## config.mk

```make
export PLATFORM = sky130hd
export DESIGN_NAME = uart_tx_periph
export DESIGN_NICKNAME = d
export VERILOG_FILES = /design/src/rtl/uart_pkg.sv /design/src/rtl/uart_tx_fifo.sv /design/src/rtl/uart_tx_periph.sv
export SDC_FILE = /design/constraint.sdc
export NUM_CORES = 1
export LEC_CHECK = 0
export ABC_AREA = 1
export BUFFER_PORTS_ARGS = -buffer_cell sky130_fd_sc_hd__buf_4
export CORE_AREA = 4 4 169 89
export DETAILED_ROUTE_END_ITERATION = 7
export DIE_AREA = 0 0 173 93
export PLACE_DENSITY = 0.75
export SETUP_SLACK_MARGIN = 0.02
export SYNTH_ARGS = -nofsm -noshare
export SYNTH_HDL_FRONTEND = slang
export SYNTH_SLANG_ARGS = --single-unit
```

## constraint.sdc

```tcl
create_clock -name clk_i -period 2.45 [get_ports clk_i]
set_clock_uncertainty 0.05 [all_clocks]
set_input_delay 0.49 -clock clk_i [delete_from_list [all_inputs] [get_ports clk_i]]
set_output_delay 0.49 -clock clk_i [all_outputs]
set_load 0.01 [all_outputs]
```

## src/rtl/uart_pkg.sv

```systemverilog
// Register map, STATUS bit positions and frame states shared by the UART TX block.
package uart_pkg;

    localparam logic [1:0] UART_TXDATA = 2'd0;
    localparam logic [1:0] UART_STATUS = 2'd1;
    localparam logic [1:0] UART_CLKDIV = 2'd2;
    localparam logic [1:0] UART_RSVD   = 2'd3;

    localparam int unsigned STATUS_FULL     = 0;
    localparam int unsigned STATUS_EMPTY    = 1;
    localparam int unsigned STATUS_BUSY     = 2;
    localparam int unsigned STATUS_OVERFLOW = 3;

    typedef enum logic [1:0] {
        ST_IDLE,
        ST_START,
        ST_DATA,
        ST_STOP
    } uart_tx_state_e;

endpackage

```

## src/rtl/uart_tx_fifo.sv

```systemverilog
// Byte-wide synchronous FIFO; pointers carry an extra wrap bit to tell full from empty.
module uart_tx_fifo #(
    parameter int unsigned FifoDepth = 8
) (
    input  logic       clk_i,
    input  logic       rst_i,
    input  logic       push,
    input  logic       pop,
    input  logic [7:0] wdata,
    output logic [7:0] rdata,
    output logic       full,
    output logic       empty
);

    localparam int unsigned AW = $clog2(FifoDepth);
    localparam logic [AW:0] PtrOne = 1;

    logic [7:0]  mem [FifoDepth];
    logic [AW:0] wptr;
    logic [AW:0] rptr;
    logic        do_push;
    logic        do_pop;

    assign empty   = (wptr == rptr);
    assign full    = (wptr[AW] != rptr[AW]) && (wptr[AW-1:0] == rptr[AW-1:0]);
    assign do_pop  = pop && !empty;
    // A push into a full FIFO still lands when a pop frees the slot in the same cycle.
    assign do_push = push && (!full || do_pop);
    assign rdata   = mem[rptr[AW-1:0]];

    always_ff @(posedge clk_i) begin
        if (rst_i) begin
            wptr <= '0;
            rptr <= '0;
        end else begin
            if (do_push) wptr <= wptr + PtrOne;
            if (do_pop)  rptr <= rptr + PtrOne;
        end
    end

    always_ff @(posedge clk_i) begin
        if (do_push) mem[wptr[AW-1:0]] <= wdata;
    end

endmodule

```

## src/rtl/uart_tx_periph.sv

```systemverilog
// Memory-mapped 8N1 UART transmitter: bus register file, TX FIFO, baud counter and frame FSM.
module uart_tx_periph
    import uart_pkg::*;
#(
    parameter int unsigned FifoDepth   = 8,
    parameter logic [15:0] ClkDivReset = 16'd867
) (
    input  logic        clk_i,
    input  logic        rst_i,
    input  logic        req_i,
    input  logic        we_i,
    input  logic [3:0]  be_i,
    input  logic [31:0] addr_i,
    input  logic [31:0] wdata_i,
    output logic        gnt_o,
    output logic        rvalid_o,
    output logic [31:0] rdata_o,
    output logic        err_o,
    output logic        tx_o
);

    logic [1:0]     reg_sel;
    logic           wr_txdata;
    logic           clr_overflow;
    logic           wr_clkdiv;
    logic [15:0]    clkdiv_q;
    logic           overflow_q;
    uart_tx_state_e state_q;
    logic [15:0]    baud_cnt_q;
    logic [2:0]     bit_idx_q;
    logic [7:0]     shift_q;
    logic           tx_q;
    logic           bit_end;
    logic           fifo_pop;
    logic           fifo_full;
    logic           fifo_empty;
    logic [7:0]     fifo_rdata;
    logic [31:0]    status;
    logic [31:0]    rdata_d;
    logic           unused_ok;

    assign unused_ok = ^{addr_i[31:4], addr_i[1:0], be_i[3:2], wdata_i[31:16]};

    assign reg_sel      = addr_i[3:2];
    assign gnt_o        = req_i;
    assign wr_txdata    = req_i && we_i && be_i[0] && (reg_sel == UART_TXDATA);
    assign clr_overflow = req_i && we_i && be_i[0] && (reg_sel == UART_STATUS) && wdata_i[3];
    assign wr_clkdiv    = req_i && we_i && (reg_sel == UART_CLKDIV);
    assign bit_end      = (baud_cnt_q == '0);
    assign fifo_pop     = !fifo_empty && ((state_q == ST_IDLE) || ((state_q == ST_STOP) && bit_end));
    assign tx_o         = tx_q;

    uart_tx_fifo #(
        .FifoDepth(FifoDepth)
    ) u_fifo (
        .clk_i(clk_i),
        .rst_i(rst_i),
        .push (wr_txdata),
        .pop  (fifo_pop),
        .wdata(wdata_i[7:0]),
        .rdata(fifo_rdata),
        .full (fifo_full),
        .empty(fifo_empty)
    );

    always_comb begin
        status                  = '0;
        status[STATUS_FULL]     = fifo_full;
        status[STATUS_EMPTY]    = fifo_empty;
        status[STATUS_BUSY]     = (state_q != ST_IDLE);
        status[STATUS_OVERFLOW] = overflow_q;
        rdata_d                 = '0;
        if (!we_i) begin
            case (reg_sel)
                UART_STATUS: rdata_d = status;
                UART_CLKDIV: rdata_d = {16'h0000, clkdiv_q};
                default:     rdata_d = '0;
            endcase
        end
    end

    always_ff @(posedge clk_i) begin
        if (rst_i) begin
            rvalid_o <= 1'b0;
            err_o    <= 1'b0;
            rdata_o  <= '0;
        end else begin
            rvalid_o <= req_i;
            err_o    <= req_i && (reg_sel == UART_RSVD);
            rdata_o  <= req_i ? rdata_d : '0;
        end
    end

    always_ff @(posedge clk_i) begin
        if (rst_i) begin
            clkdiv_q   <= ClkDivReset;
            overflow_q <= 1'b0;
        end else begin
            if (wr_clkdiv && be_i[0]) clkdiv_q[7:0]  <= wdata_i[7:0];
            if (wr_clkdiv && be_i[1]) clkdiv_q[15:8] <= wdata_i[15:8];
            if (wr_txdata && fifo_full && !fifo_pop) overflow_q <= 1'b1;
            else if (clr_overflow)                   overflow_q <= 1'b0;
        end
    end

    // Every bit boundary reloads from clkdiv_q, so divider writes apply at the next bit.
    always_ff @(posedge clk_i) begin
        if (rst_i) begin
            state_q    <= ST_IDLE;
            baud_cnt_q <= '0;
            bit_idx_q  <= '0;
            shift_q    <= '0;
            tx_q       <= 1'b1;
        end else begin
            case (state_q)
                ST_IDLE: begin
                    if (fifo_pop) begin
                        state_q    <= ST_START;
                        shift_q    <= fifo_rdata;
                        baud_cnt_q <= clkdiv_q;
                        tx_q       <= 1'b0;
                    end
                end
                ST_START: begin
                    if (bit_end) begin
                        state_q    <= ST_DATA;
                        tx_q       <= shift_q[0];
                        shift_q    <= shift_q >> 1;
                        bit_idx_q  <= '0;
                        baud_cnt_q <= clkdiv_q;
                    end else begin
                        baud_cnt_q <= baud_cnt_q - 16'd1;
                    end
                end
                ST_DATA: begin
                    if (bit_end) begin
                        baud_cnt_q <= clkdiv_q;
                        if (bit_idx_q == 3'd7) begin
                            state_q <= ST_STOP;
                            tx_q    <= 1'b1;
                        end else begin
                            tx_q      <= shift_q[0];
                            shift_q   <= shift_q >> 1;
                            bit_idx_q <= bit_idx_q + 3'd1;
                        end
                    end else begin
                        baud_cnt_q <= baud_cnt_q - 16'd1;
                    end
                end
                ST_STOP: begin
                    if (bit_end) begin
                        if (fifo_pop) begin
                            state_q    <= ST_START;
                            shift_q    <= fifo_rdata;
                            baud_cnt_q <= clkdiv_q;
                            tx_q       <= 1'b0;
                        end else begin
                            state_q <= ST_IDLE;
                            tx_q    <= 1'b1;
                        end
                    end else begin
                        baud_cnt_q <= baud_cnt_q - 16'd1;
                    end
                end
                default: state_q <= ST_IDLE;
            endcase
        end
    end

endmodule

```

==> results of run 1 <==
[sequential cells by signal (all words and copies together), names as in the netlist, named ones only]
register,cells
u_fifo.wptr,4
rvalid_o,1
u_fifo.mem,64
tx_o,1
state_q,2
overflow_q,1
clkdiv_q,16
baud_cnt_q,16
rdata_o,16
err_o,1
shift_q,8
u_fifo.rptr,4
bit_idx_q,3
[metal layers]
layer | up-vias | wire length [microns] | part of all wire, %
met1 | 2660 | 7050 | 43
met4 | 0 | 265 | 1.6
met3 | 23 | 967 | 5.9
met2 | 196 | 8030 | 49
li1 | 2787 | - | -
met5 | - | 0 | 0
[synth_stat cells, types with 2 or more instances]
master and number:
a21oi_1 51, a21oi_2 9, buf_2 6, buf_4 18
buf_6 2, buf_8 2, clkbuf_1 19, clkinv_1 2
dfxtp_1 76, edfxtp_1 64, ha_1 15, inv_1 76
nand2_1 178, nand2_2 7, nand2_4 7, nand3_1 129
nand3_2 2, nand4_1 2, nor2_1 51, nor2_2 8
nor2_4 4, nor2_8 2, nor3_1 19, o21ai_0 50
xnor2_1 3, xor2_1 4
[cell families after synthesis]
| family | Yosys count | synth area share, % |
|---|---|---|
| xor gates and xnor gates | 7 | 0.899 |
| AOI/OAI and AO/OA | 114 | 9.10 |
| other | 1 | 0.0550 |
| DFF | 140 | 50.5 |
| and+or+nand+nor | 412 | 28.2 |
| adders and majority gates | 15 | 2.75 |
| buffers and inverters | 125 | 8.53 |
[metrics by stage]
stage	util (%)	instances	cell area, sq um	hold slack, ns	power, W
finish	58.5	1060	7870	0.250	0.0103
global route	58.5	1060	7870	0.281	0.0110
CTS	58.5	1060	7870	0.239	0.0103
detailed placement	54.6	1028	7330	0.410	0.00791
global placement	54.6	1028	7330	0.399	0.00778
floorplan	-	829	6880	0.382	0.00685
[final cells by class]
| cell class | count | area, sq um | share of cell area, % |
|---|---|---|---|
| well taps | 176 | 220 | 2.80 |
| flip-flops and latches | 140 | 3440 | 43.8 |
| inverters | 78 | 293 | 3.72 |
| multi-input cells | 564 | 2850 | 36.2 |
| repair buffers | 70 | 526 | 6.68 |
| clock inverters | 10 | 70.1 | 0.891 |
| clock buffers | 22 | 464 | 5.90 |
[power by group]
part	switching, W	total, W	internal (W)
Clock	0.000984	0.00233	0.00135
Combinational	0.00333	0.00501	0.00168
Sequential	0.000233	0.00293	0.00269
[worst max-delay path by stage]
stage / cells after the start / end / startpoint
5_1_grt: 9 / shift_q[1]$_SDFFE_PP0P_ / state_q[0]$_SDFFE_PP0P_
3_3_place_gp: 8 / u_fifo.mem[7][6]$_DFFE_PP_ / addr_i[2]
2_1_floorplan: 10 / u_fifo.mem[6][0]$_DFFE_PP_ / baud_cnt_q[0]$_SDFF_PP0_
6_report: 9 / shift_q[1]$_SDFFE_PP0P_ / state_q[0]$_SDFFE_PP0P_
4_1_cts: 9 / shift_q[1]$_SDFFE_PP0P_ / state_q[0]$_SDFFE_PP0P_
3_5_place_dp: 9 / shift_q[1]$_SDFFE_PP0P_ / state_q[0]$_SDFFE_PP0P_
[worst reg2reg max path: cells and delay by family, from the launching register on]
| kind | cells | cell delay [ns] |
|---|---|---|
| AOI/OAI and AO/OA | 2 | 0.47 |
| DFF | 1 | 0.40 |
| and+or+nand+nor | 4 | 0.60 |
| adders and majority gates | 1 | 0.26 |
| buffers and inverters | 2 | 0.32 |
==> results_dict.tcl, run 1 <==
set metrics [dict create \
    ys_seq_elements 140 \
    vias_per_cell 5.35 \
    critPathMostFrequentCell "nand2_4" \
    critPathBufInv 2 \
    synth_ff_type "dfxtp_1" \
    endpoint_kind "flop" \
    antenna_found_initial 0 \
    maxSlewHeadroom_pct 46.6 \
    ant_nets 0 \
    synth_top_cell_by_area "edfxtp_1" \
    dp_slack_ns 0.295 \
    hp-start "wdata_i[8]" \
    yosysSeqAreaShare_pct 50.5 \
    fill_cells 1126 \
    cts_sinks 140 \
    nNetsFinal 958 \
    place_congestion 0.899 \
    reg2regPathDepth 9 \
    irDropWorstVdd_mv 0.805 \
    rows 30 \
    worstHoldEndpoint "clkdiv_q[8]$_SDFFE_PP1P_" \
    ys_types 34 \
    crit_path_max_fanout 16 \
    diodes 0 \
    cp.required_ns 2.75 \
    syn-mean-instance-area_sq_um 8.38 \
    worstPathCellList "inv_1, ha_1, or2_2, nand2_4, nand2_4, a21oi_4, buf_4, a21oi_2, nor2_1" \
    cap_violations 0 \
    crit_family "simple AND/OR/NAND/NOR gates" \
    hpwlAfterDp_microns 11200 \
    post-route-min-period_ns 2.18 \
    grt_usage_pct 20.7 \
    initial_core_util_pct 50.7 \
    rsz0062_at_grt "no" \
    grt_pass1_vias 5446 \
    die_h_microns 93 \
    grtUsageMet2_pct 37.1 \
    dr.pass1.iters 5 \
    cts-root-buf "clkbuf_16" \
    busiest_layer "met2" \
    syn-cell-area_sq_mm 0.00682 \
    start_kind "flop" \
    report.final.slew_viol_count 0 \
    die_x_microns 173 \
    setup_tns_ns 0 \
    htree_levels 4 \
    wl_per_cell_microns 15.4 \
    worstHoldPathType "input port to flop" \
    synthArstFlopShare_pct 0 \
    rr_endpoint "shift_q[1]$_SDFFE_PP0P_" \
    synth_top_area_share_pct 28.2 \
    io_pins 108 \
    drt_wl_total_microns 16300 \
    cp_slowest_cell "a21oi_4" \
    clock_latency_ns 0.42 \
    finalHoldViolations 0 \
    rrSetupSlack_ns 0.27 \
    core_sq_mm 0.0134 \
    hold_depth 3 \
    use_met1_pct 24.7 \
    fp.dieArea_sq_mm 0.0161 \
    power_density_mw_per_mm2 1310 \
    slowest_delay_ns 0.43 \
    fmax_ghz 0.460 \
    path_class "flop to flop" \
    io_buffer_count 43 \
    drt-initial-drc-count 462 \
    leakagePower_nw 3.36 \
    tritoncts "done" \
    setup_viol 0 \
    synth_edf_count 64 \
    areaGrowthSynthToFinish_pct 15.4 \
    grt_max_degree 33 \
    worst_pin_slew_ns 0.800 \
    cp.arrival_ns 2.47 \
    cts_setup_buffers 0 \
    status "finished clean" \
    final_cell_mix "178 x nand2_1, 129 x nand3_1, 76 x inv_1, 76 x dfxtp_1, 70 x buf_4" \
    synth_area_leaders "edfxtp_1 28%, dfxtp_1 22%, nand2_1 9.8%" \
    final_layout_size_suffix_gt1_share_pct 15.8 \
    syn_inst 814 \
    cts.reportedPaths.clkPinSlew_ns 0.06 \
    gr-usage-met3_pct 5.01 \
    setup_slack_ns 0.274 \
    ctsHoldBuffers 0 \
    grt_pass1_wl_microns 26700 \
    cts-resized-gates 0 \
    grt-ovfl-total 0 \
    vias 5666 \
    ys.warnings.count 0 \
    r2r_start "state_q[0]$_SDFFE_PP0P_" \
    cts_buffers 17 \
    fin_crit_sh_pct 88.8 \
    final_common_cell "nand2_1" \
    drcViolationCount 0 \
    clockBufferDepth 2 \
]
No activity file was read; power rests on OpenSTA's default activity.
==> inputs of run 2 (changes only) <==
==> constraint.sdc (replaced) <==
create_clock -name clk_i -period 1.8 [get_ports clk_i]
set_clock_uncertainty 0.05 [all_clocks]
set_input_delay 0.36 -clock clk_i [delete_from_list [all_inputs] [get_ports clk_i]]
set_output_delay 0.36 -clock clk_i [all_outputs]
set_load 0.01 [all_outputs]
==> run 2 against run 1 <==
  * Total power rose by 68%
  * The flow now finishes with violations (negative setup slack)
  * Die area unchanged
  * Count of clock-buffer cells in the layout is 4 lower
  * Combinational power up 98%
  * Highest routed layer unchanged
  * Routed wire length rose by 14%
  * Design area up 14%
  * Register-to-register slack got worse by 0.32 ns
==> results_dict.tcl, run 2 (same netlist as run 1, synthesis figures left out) <==
set metrics [dict create \
    largest_reg_flops 64 \
    setup_viol 32 \
    core_sq_mm 0.0134 \
    grt_pass1_wl_microns 29300 \
    io_buffer_count 43 \
    post-route-min-period_ns 1.85 \
    violations "negative setup slack" \
    critPathBufInv 3 \
    leakagePower_nw 3.83 \
    diodes 0 \
    rsz0062_at_grt "yes" \
    rows 30 \
    drt-initial-drc-count 504 \
    hpwlAfterDp_microns 12100 \
    comb_power_share_pct 57.5 \
    final_layout_size_suffix_gt1_share_pct 28.4 \
    ant_nets 0 \
    antenna_found_initial 0 \
    post-route-util_pct 66.8 \
    setup_slack_ns -0.0489 \
    final_common_cell "nand2_1" \
    pwr-share-seq_pct 23.0 \
    tritoncts "done" \
    fmax_ghz 0.541 \
    place_congestion 0.932 \
    endpoint_kind "flop" \
    irDropWorstVdd_mv 1.26 \
    final_cell_mix "172 x nand2_1, 120 x nand3_1, 116 x buf_4, 72 x inv_1, 64 x edfxtp_1" \
    setup_tns_ns -0.685 \
    grt-ovfl-total 0 \
    fin_crit_sh_pct 103 \
    report.final.slew_viol_count 0 \
    worst_pin_slew_ns 0.555 \
    cts_buffers 17 \
    io_pins 108 \
    power_density_mw_per_mm2 1920 \
    cp.arrival_ns 2.11 \
    clock_latency_ns 0.42 \
    cts.reportedPaths.clkPinSlew_ns 0.06 \
    dr.pass1.iters 5 \
    worstPathCellList "inv_2, ha_4, buf_4, nand3_4, nor2_4, nand2_4, nand2_4, nand2_4, a21oi_4, buf_12, nand3_1, nand2_1, nor2_1" \
    cts_sinks 140 \
    dp_slack_ns -0.0914 \
    p_int_w 0.00979 \
    vias_per_cell 5.43 \
    p_clk_share_pct 19.4 \
    postLayoutCellArea_sq_mm 0.00898 \
    swShare_pct 43.3 \
    fill_cells 973 \
    initial_core_util_pct 50.7 \
    wl_per_cell_microns 16.5 \
    htree_levels 4 \
    die_x_microns 173 \
    clockBufferDepth 2 \
    die_h_microns 93 \
    nNetsFinal 1026 \
    switchingPower_w 0.00747 \
    path_class "flop to flop" \
    crit_path_max_fanout 8 \
    status "complete, but fails checks" \
    cap_violations 0 \
    cts-root-buf "clkbuf_16" \
    placed_area_sq_mm 0.00803 \
    start_kind "flop" \
    critPathMostFrequentCell "nand2_4" \
    vias 6128 \
    grt_usage_pct 22.8 \
    cp_slowest_cell "dfxtp_2" \
    grt_max_degree 33 \
    finalHoldViolations 0 \
    fp.dieArea_sq_mm 0.0161 \
    drcViolationCount 0 \
    drt_wl_total_microns 18700 \
    cp.required_ns 2.06 \
    areaGrowthSynthToFinish_pct 31.7 \
    grt_pass1_vias 6114 \
    ctsHoldBuffers 0 \
    maxSlewHeadroom_pct 63.0 \
    slowest_delay_ns 0.32 \
    worstHoldPathType "input port to flop" \
    crit_family "simple AND/OR/NAND/NOR gates" \
]
[run 2: cell types whose count changed in the layout (fill, tap and decap cells not counted), sizes merged]
cell	delta
clkinvlp	+1
buf	+66
clkinv	-3
inv	+5
bufinv	+1
clkbuf	-2
[run 2: cell type report]
type	count	area, sq um	area share, %
repair buffers	138	1260	14.0
flip-flops and latches	140	3460	38.6
clock inverters	14	133	1.48
inverters	78	295	3.29
clock buffers	18	429	4.78
well taps	176	220	2.45
multi-input cells	564	3180	35.4
[run 2: layer usage]
metal / part of all wire [%] / up-vias / GRT usage [%]
met3: 7.1 / 57 / 4.24
met5: 0 / - / 0
met2: 51 / 273 / 41.9
li1: - / 2933 / -
met1: 39 / 2865 / 25.8
met4: 3.3 / 0 / 11.7
[run 2: tightest hold or removal path: stages]
cell     delay, ns
buf_4         0.08
a21oi_1       0.05
o21ai_0       0.05
[run 2: power by group through the flow]
| stage | clock, W | combinational, W | sequential (W) |
|---|---|---|---|
| 2_1_floorplan | 0 | 0.00549 | 0.00400 |
| 3_3_place_gp | 0 | 0.00806 | 0.00399 |
| 3_5_place_dp | 0 | 0.00823 | 0.00400 |
| 4_1_cts | 0.00338 | 0.00844 | 0.00396 |
| 5_1_grt | 0.00354 | 0.0107 | 0.00401 |
| 6_report | 0.00335 | 0.00993 | 0.00398 |
[run 2: timing repair]
item | 4_1_cts | 5_1_grt
setup buffers | 8 | 8
gates resized for setup | 8 | 57
gates cloned | 0 | 2
setup endpoints to repair | 73 | 97
pin swaps | 9 | 24
[run 2: per-stage QoR]
stage | power [W] | hold slack [ns] | cells
finish | 0.0173 | 0.109 | 1128
global route | 0.0183 | 0.116 | 1128
CTS | 0.0158 | 0.0993 | 1121
detailed placement | 0.0122 | 0.408 | 1081
global placement | 0.0120 | 0.406 | 1081
floorplan | 0.00950 | 0.382 | 829
[run 2: final timing paths]
check	startpoint	to	slack [ns]	cells after the start
worst min-delay path	wdata_i[8]	clkdiv_q[8]$_SDFFE_PP1P_	0.11	3
worst min register to register	overflow_q$_SDFFE_PP0P_	rdata_o[3]$_SDFF_PP0_	0.42	2
worst max register to register	baud_cnt_q[1]$_SDFF_PP0_	shift_q[1]$_SDFFE_PP0P_	-0.05	13
worst max-delay path	baud_cnt_q[1]$_SDFF_PP0_	shift_q[1]$_SDFFE_PP0P_	-0.05	13
